$ cat config.mk
export PLATFORM = sky130hd
export DESIGN_NAME = baud_tick_gen
export DESIGN_NICKNAME = d
export VERILOG_FILES = /design/src/rtl/baud_tick_gen.sv
export SDC_FILE = /design/constraint.sdc
export NUM_CORES = 1
export LEC_CHECK = 0
export ABC_AREA = 1
export BUFFER_PORTS_ARGS = -buffer_cell sky130_fd_sc_hd__buf_2
export CORE_ASPECT_RATIO = 0.7
export CORE_MARGIN = 2
export CORE_UTILIZATION = 59
export DETAILED_ROUTE_END_ITERATION = 16
export PLACE_DENSITY = 0.78
export SYNTH_ARGS = -nofsm -noshare
export SYNTH_HDL_FRONTEND = slang
export SYNTH_SLANG_ARGS = --single-unit
$ cat constraint.sdc
create_clock -name clk -period 2.2 [get_ports clk]
set_input_delay 0.22 -clock clk [delete_from_list [all_inputs] [get_ports clk]]
set_output_delay 0.22 -clock clk [all_outputs]
set_load 0.02 [all_outputs]
$ cat src/rtl/baud_tick_gen.sv
// baud_tick_gen: programmable baud-rate tick generator for a UART.
//   A down-counter reloaded from the active divisor emits rx_tick once per
//   (divisor+1) enabled clocks; every OVERSAMPLE-th rx_tick also emits tx_tick.
//   The divisor is loaded as two bytes: the low byte goes to a shadow register
//   and the high-byte write commits {high, shadow} as the active divisor.
// Ports:
//   clk, rst_n        - clock, asynchronous active-low reset
//   ioaddr, wr_en     - register select (2'b10 low byte, 2'b11 high byte/commit), write strobe
//   dataIn            - write data byte
//   enable            - count enable; when low, counters freeze and ticks stay low
//   rx_tick, tx_tick  - registered one-clock pulses at the oversampled and bit rates
module baud_tick_gen #(
  parameter int unsigned DIV_W      = 16,
  parameter int unsigned OVERSAMPLE = 16,
  parameter logic [15:0] RESET_DIV  = 16'h0028
) (
  input  logic       clk,
  input  logic       rst_n,
  input  logic [1:0] ioaddr,
  input  logic       wr_en,
  input  logic [7:0] dataIn,
  input  logic       enable,
  output logic       rx_tick,
  output logic       tx_tick
);

  localparam int unsigned OS_W = (OVERSAMPLE > 1) ? $clog2(OVERSAMPLE) : 1;
  localparam logic [DIV_W-1:0] RST_DIV = RESET_DIV[DIV_W-1:0];
  localparam logic [7:0] RST_LO = RESET_DIV[7:0];
  localparam logic [OS_W-1:0] OS_LAST = OS_W'(OVERSAMPLE - 1);

  logic [DIV_W-1:0] div_q, div_d;
  logic [7:0]       lo_q, lo_d;
  logic [DIV_W-1:0] cnt_q, cnt_d;
  logic [OS_W-1:0]  os_q, os_d;
  logic             rx_q, rx_d;
  logic             tx_q, tx_d;
  logic             commit_c;
  logic             lo_wr_c;

  assign commit_c = wr_en && (ioaddr == 2'b11);
  assign lo_wr_c  = wr_en && (ioaddr == 2'b10);

  // Next-state logic: a commit outranks counting; enable=0 freezes everything.
  always_comb begin
    div_d = div_q;
    lo_d  = lo_q;
    cnt_d = cnt_q;
    os_d  = os_q;
    rx_d  = 1'b0;
    tx_d  = 1'b0;

    if (lo_wr_c) begin
      lo_d = dataIn;
    end

    if (commit_c) begin
      div_d = DIV_W'({dataIn, lo_q});
      cnt_d = DIV_W'({dataIn, lo_q});
      os_d  = '0;
    end else if (enable) begin
      if (cnt_q == '0) begin
        // Terminal count: reload and pulse; the pulse is visible next cycle.
        cnt_d = div_q;
        rx_d  = 1'b1;
        if (os_q == OS_LAST) begin
          os_d = '0;
          tx_d = 1'b1;
        end else begin
          os_d = OS_W'(os_q + 1'b1);
        end
      end else begin
        cnt_d = DIV_W'(cnt_q - 1'b1);
      end
    end
  end

  // State registers.
  always_ff @(posedge clk or negedge rst_n) begin
    if (!rst_n) begin
      div_q <= RST_DIV;
      lo_q  <= RST_LO;
      cnt_q <= RST_DIV;
      os_q  <= '0;
      rx_q  <= 1'b0;
      tx_q  <= 1'b0;
    end else begin
      div_q <= div_d;
      lo_q  <= lo_d;
      cnt_q <= cnt_d;
      os_q  <= os_d;
      rx_q  <= rx_d;
      tx_q  <= tx_d;
    end
  end

  assign rx_tick = rx_q;
  assign tx_tick = tx_q;

endmodule

==> Word level (Yosys, flattened, before mapping) <==
Cells that the tools add are included.
W data, S select, Z words.
{ "classes": {"add_sub_neg": 2, "muxes": 14, "n_reduce_logical": 6, "eq_ne": 3} }
{ "ops": {"columns": ["op", "count"], "rows": [
  ["$mux W16", 3],
  ["$logic_not A16 Y1", 1],
  ["$mux W4", 4],
  ["$sub A16 B1 Y16 const B", 1],
  ["$mux W1", 7],
  ["$add A4 B1 Y4 const B", 1],
  ["$eq A2 B2 Y1 const B", 2],
  ["$eq A4 B4 Y1 const B", 1],
  ["$reduce_bool A2 Y1", 2],
  ["$logic_and A1 B1 Y1", 2],
  ["$reduce_and A2 Y1", 1]
]} }
{ "word_totals": {"out_inout_bits": 2, "elab_cells": 31, "reg_bits": 46} }

==> Depth between registers and ports, before layout <==
{ "logic_depth": {"ltp_word": 5, "ltp_mapped": 10, "mapped_depth_nobuf": 9} }

==> Worst setup path after synthesis <==
OpenSTA, ideal clock, no wires.
{ "synth_path": {"path_kind": "reg-to-reg", "start": "register cnt_q[0]", "end": "register cnt_q[6]", "setup_time_ps": 118, "path_buffers": 1, "arrival_ps": 1392, "required_ps": 2082, "stages_incl_launch_ff": 10, "period_less_slack_ps": 1510, "setup_slack_ps": 690, "path_cell_list": "dfrtp_1 -> inv_1 -> ha_1 -> nand2_2 -> nor2_8 -> nand2_2 -> buf_6 -> or2_0 -> nand3_1 -> nand2_1"} }
{ "synth_between": {"elab_chain_cells": 4, "word_cells_on_any_way": 5, "classes_between": "add/sub: 1; mux: 3; reduce/logical: 1"} }
{ "synth_rtl": {"columns": ["item", "line", "text"], "rows": [
  ["start, declared", "34", "logic [DIV_W-1:0] cnt_q, cnt_d;"],
  ["start signal, assigned", "90", "cnt_q <= cnt_d;"],
  ["$sub A16 B1 Y16 / $logic_not A16 Y1 (equally long branches)", "73, 62", null],
  ["$mux W16 (*)", "62", "if (cnt_q == '0) begin"],
  ["$mux W16 (*)", "61", "end else if (enable) begin"],
  ["$mux W16 (*)", "57", "if (commit_c) begin"]
]} }
Mark *: on every way between the ends. The rest lies on a longest branch, timed or not. The select of a mux whose other input is x is not followed.
A chain may end at the register's enable or synchronous reset.

==> Worst setup path after layout <==
{ "layout_path": {"start": "register cnt_q[0]", "end": "register os_q[0]"} }
{ "layout_between": {"elab_chain_cells": 3} }
{ "layout_rtl": {"columns": ["item", "line", "text"], "rows": [
  ["$logic_not A16 Y1", "62", null],
  ["$reduce_bool A2 Y1 (no line)", null, null],
  ["$reduce_and A2 Y1 (no line)", null, null],
  ["end signal, assigned", "91", "os_q <= os_d;"],
  ["end, declared", "35", "logic [OS_W-1:0] os_q, os_d;"]
]} }
Every way passes these cells.

==> results.cfg <==
[die]
initial_core_utilization = 0.6024
die_w_um = 82.77
placeableCoreArea_um2 = 4254
std_cell_rows = 20
die_area_um2 = 4895
chipHeight_um = 59.14
num_io_pins = 16

[layout]
final_core_density = 0.6615
stdcell_count = 430
commonest_non_fill_non_tap_cell_in_the_layout = sky130_fd_sc_hd__nand2_1
most-common-layout-cells = sky130_fd_sc_hd__nand2_1, sky130_fd_sc_hd__inv_1, sky130_fd_sc_hd__dfrtp_1
area_growth_pct = 9.814
nNetsFinal = 391
num_antenna_cells = 0
post_route_cells_drive_above_1_share = 0.1067

[global_route]
grt_antenna_before_repair = 0
grt_first_pass_wirelength_mm = 9.735
grt_pass1_vias = 2023
grt_start_max_net_pins = 40
overflow = 0
grt_use_total = 0.2670

[routing]
detailroute.via_count = 2277
drt_wl_total_mm = 5.728
wl_per_cell_um = 13.32
via_per_inst = 5.295
firstDrtPassIters = 5
post-route-drc-count = 0
ant_nets = 0
initialDrtViolationCount = 240

[power]
power.density_nw_per_um2 = 862.3
total_leakage_power_nw = 1.504
max-vdd-ir-drop_mv = 0.5676

[timing]
unrepaired_setup_endpoints_after_global_routing = no
setup_viol = 0
period_utilization = 0.8466
hold_violations = 0
timing.fmax_mhz = 536.9
final.setup.tns_ns = 0
fin_crit_ns = 1.863
max-slew-margin-rel = 0.5745
tightestPinTransition_ns = 0.6364
skew_ns = 0.004472
count_of_final_max_slew_check_failures = 0

[clocking]
cts.sink_count = 46
cts_tree = built
post_cts_resize_count = 0
path_clk_slew_ns = 0.08
clock_insertion_delay_at_the_later_pin_of_the_skew_report_ns = 0.30
cts_buffer_count = 5
postCtsSetupRepairBufs = 0
cts_root_buffer = sky130_fd_sc_hd__clkbuf_8
worst_case_clock_buffer_depth = 2
post_cts_hold_buffer_count = 1
cts_max_level = 2

[yosys]
netlist.top_cell.by_area = sky130_fd_sc_hd__dfrtp_1
synth.top_cells.by_area = sky130_fd_sc_hd__dfrtp_1, sky130_fd_sc_hd__nand2_1, sky130_fd_sc_hd__inv_1, sky130_fd_sc_hd__o21ai_0, sky130_fd_sc_hd__dfstp_2
synth_cell_types = 24
synthDominantCellAreaShare = 0.3906
netlist_area_um2 = 2562
syn_inst = 355
synth-main-ff-cell = sky130_fd_sc_hd__dfrtp_1
synth.yosys.warnings = 0
synth_seq_cells = 46
syn_nets = 372
postSynthAreaPerCell_um2 = 7.218
synth-edff-count = 0
asyncSetResetFlopFracSynth = 1.000
seq_area_frac_synth = 0.4521

[run]
max_cap_violations = 0

[critical_path]
crit_required_ns = 2.39
timing.critical_path.fanout_max = 21
criticalPathCategory = flip-flop to flip-flop
cp_num_buf_inv = 1
cpLargestDelayFamily = simple AND/OR/NAND/NOR gates
critical_path_capture_point_type = flip-flop
setup.worst_path.start_class = flip-flop
critical_path_arrival_ns = 2.05
timing.critical_path.mode_cell = sky130_fd_sc_hd__nand2_2
critical_path.cell_chain = inv_1 > ha_1 > nand2_2 > nor2_8 > nand2_2 > nand2_2 > nand2_1 > nand2_1 > o21ai_1
critPathSlowestCell = sky130_fd_sc_hd__dfrtp_1
slowest_delay_ns = 0.38

[placed_design]
portBuffers = 15
gp_congestion = 0.8656
place_inst = 421
place_hpwl_mm = 4.194

[run_status]
outcome = complete, no violations

[hold_path]
holdCritPathClass = input pin to flip-flop
-- cells by family after synthesis --
| kind of cell | count (synthesis) | synth area share |
|---|---|---|
| and+or+nand+nor | 187 | 0.3159 |
| buffers and inverters | 67 | 0.1030 |
| AOI/OAI and AO/OA | 48 | 0.1006 |
| DFF | 46 | 0.4521 |
| xor gates and xnor gates | 4 | 0.01367 |
| adders and majority gates | 3 | 0.01465 |
-- synthesized netlist by cell type (2+ instances only) --
master / number
sky130_fd_sc_hd__inv_1: 56
sky130_fd_sc_hd__dfstp_2: 6
sky130_fd_sc_hd__ha_1: 3
sky130_fd_sc_hd__o211ai_1: 2
sky130_fd_sc_hd__o21ai_1: 4
sky130_fd_sc_hd__nand2_1: 108
sky130_fd_sc_hd__clkbuf_1: 5
sky130_fd_sc_hd__xnor2_1: 2
sky130_fd_sc_hd__dfrtp_1: 40
sky130_fd_sc_hd__nand3_1: 24
sky130_fd_sc_hd__nand2_2: 3
sky130_fd_sc_hd__buf_2: 4
sky130_fd_sc_hd__nor2_1: 35
sky130_fd_sc_hd__nand3b_1: 12
sky130_fd_sc_hd__nor2_2: 2
sky130_fd_sc_hd__o22ai_1: 8
sky130_fd_sc_hd__xor2_1: 2
sky130_fd_sc_hd__o21ai_0: 33
-- cell type report --
cell class	count	area, um^2
fill	373	1440
sequential	46	1159
multi-input combinational	242	1140
inverter	57	214.0
timing repair buffer	22	142.6
clock buffer	8	90.09
tap	55	68.82
-- worst register-to-register path: stages (launching register included) --
cell	delay, ns
sky130_fd_sc_hd__dfrtp_1	0.38
sky130_fd_sc_hd__inv_1	0.14
sky130_fd_sc_hd__ha_1	0.20
sky130_fd_sc_hd__nand2_2	0.10
sky130_fd_sc_hd__nor2_8	0.20
sky130_fd_sc_hd__nand2_2	0.29
sky130_fd_sc_hd__nand2_2	0.19
sky130_fd_sc_hd__nand2_1	0.12
sky130_fd_sc_hd__nand2_1	0.08
sky130_fd_sc_hd__o21ai_1	0.05
-- final timing paths --
kind | slack (ns) | depth (start not counted) | end | start
min in group asynchronous | 0.45 | 2 | div_q[6]$_DFFE_PN0P_ | rst_n
min | 0.22 | 3 | lo_q[3]$_DFFE_PN1P_ | dataIn[3]
max reg2reg | 0.34 | 9 | os_q[0]$_DFFE_PN0P_ | cnt_q[0]$_DFFE_PN0P_
min reg2reg | 0.48 | 2 | div_q[0]$_DFFE_PN0P_ | div_q[0]$_DFFE_PN0P_
max in group asynchronous | 1.15 | 3 | div_q[5]$_DFFE_PN1P_ | rst_n
max | 0.34 | 9 | os_q[0]$_DFFE_PN0P_ | cnt_q[0]$_DFFE_PN0P_
-- sequential cells by signal (all words and copies together), names as in the netlist --
register	flops
cnt_q	16
tx_tick	1
os_q	4
div_q	16
lo_q	8
rx_tick	1
-- layer usage --
metal / vias to the layer above / part of all wire / GRT usage
li1: 1146 / - / -
met1: 1044 / 0.48 / 0.4091
met2: 78 / 0.43 / 0.3698
met3: 9 / 0.083 / 0.06098
met4: 0 / 0.011 / 0.09368
met5: - / 0 / 0
-- metrics by stage --
stage	power (mW)	instance area, um^2	hold WS, ns	worst slack [ns]
after floorplan	1.686	2562	-0.07559	0.6904
after global placement	1.863	2714	0.2340	0.4571
after global routing	2.597	2814	0.2233	0.1193
final	2.426	2814	0.2159	0.3374
after CTS	2.423	2814	0.2141	0.3276
after detailed placement	1.888	2714	0.2493	0.3419
-- report_power, final --
group	total (mW)	switching, mW	leakage, nW	internal (mW)
sequential	1.19	0.156	0.574	1.03
clock	0.534	0.278	0.0455	0.257
combinational	0.704	0.442	0.885	0.262
total	2.43	0.876	1.50	1.55
Note: power is estimated with default switching activity, not from simulation.
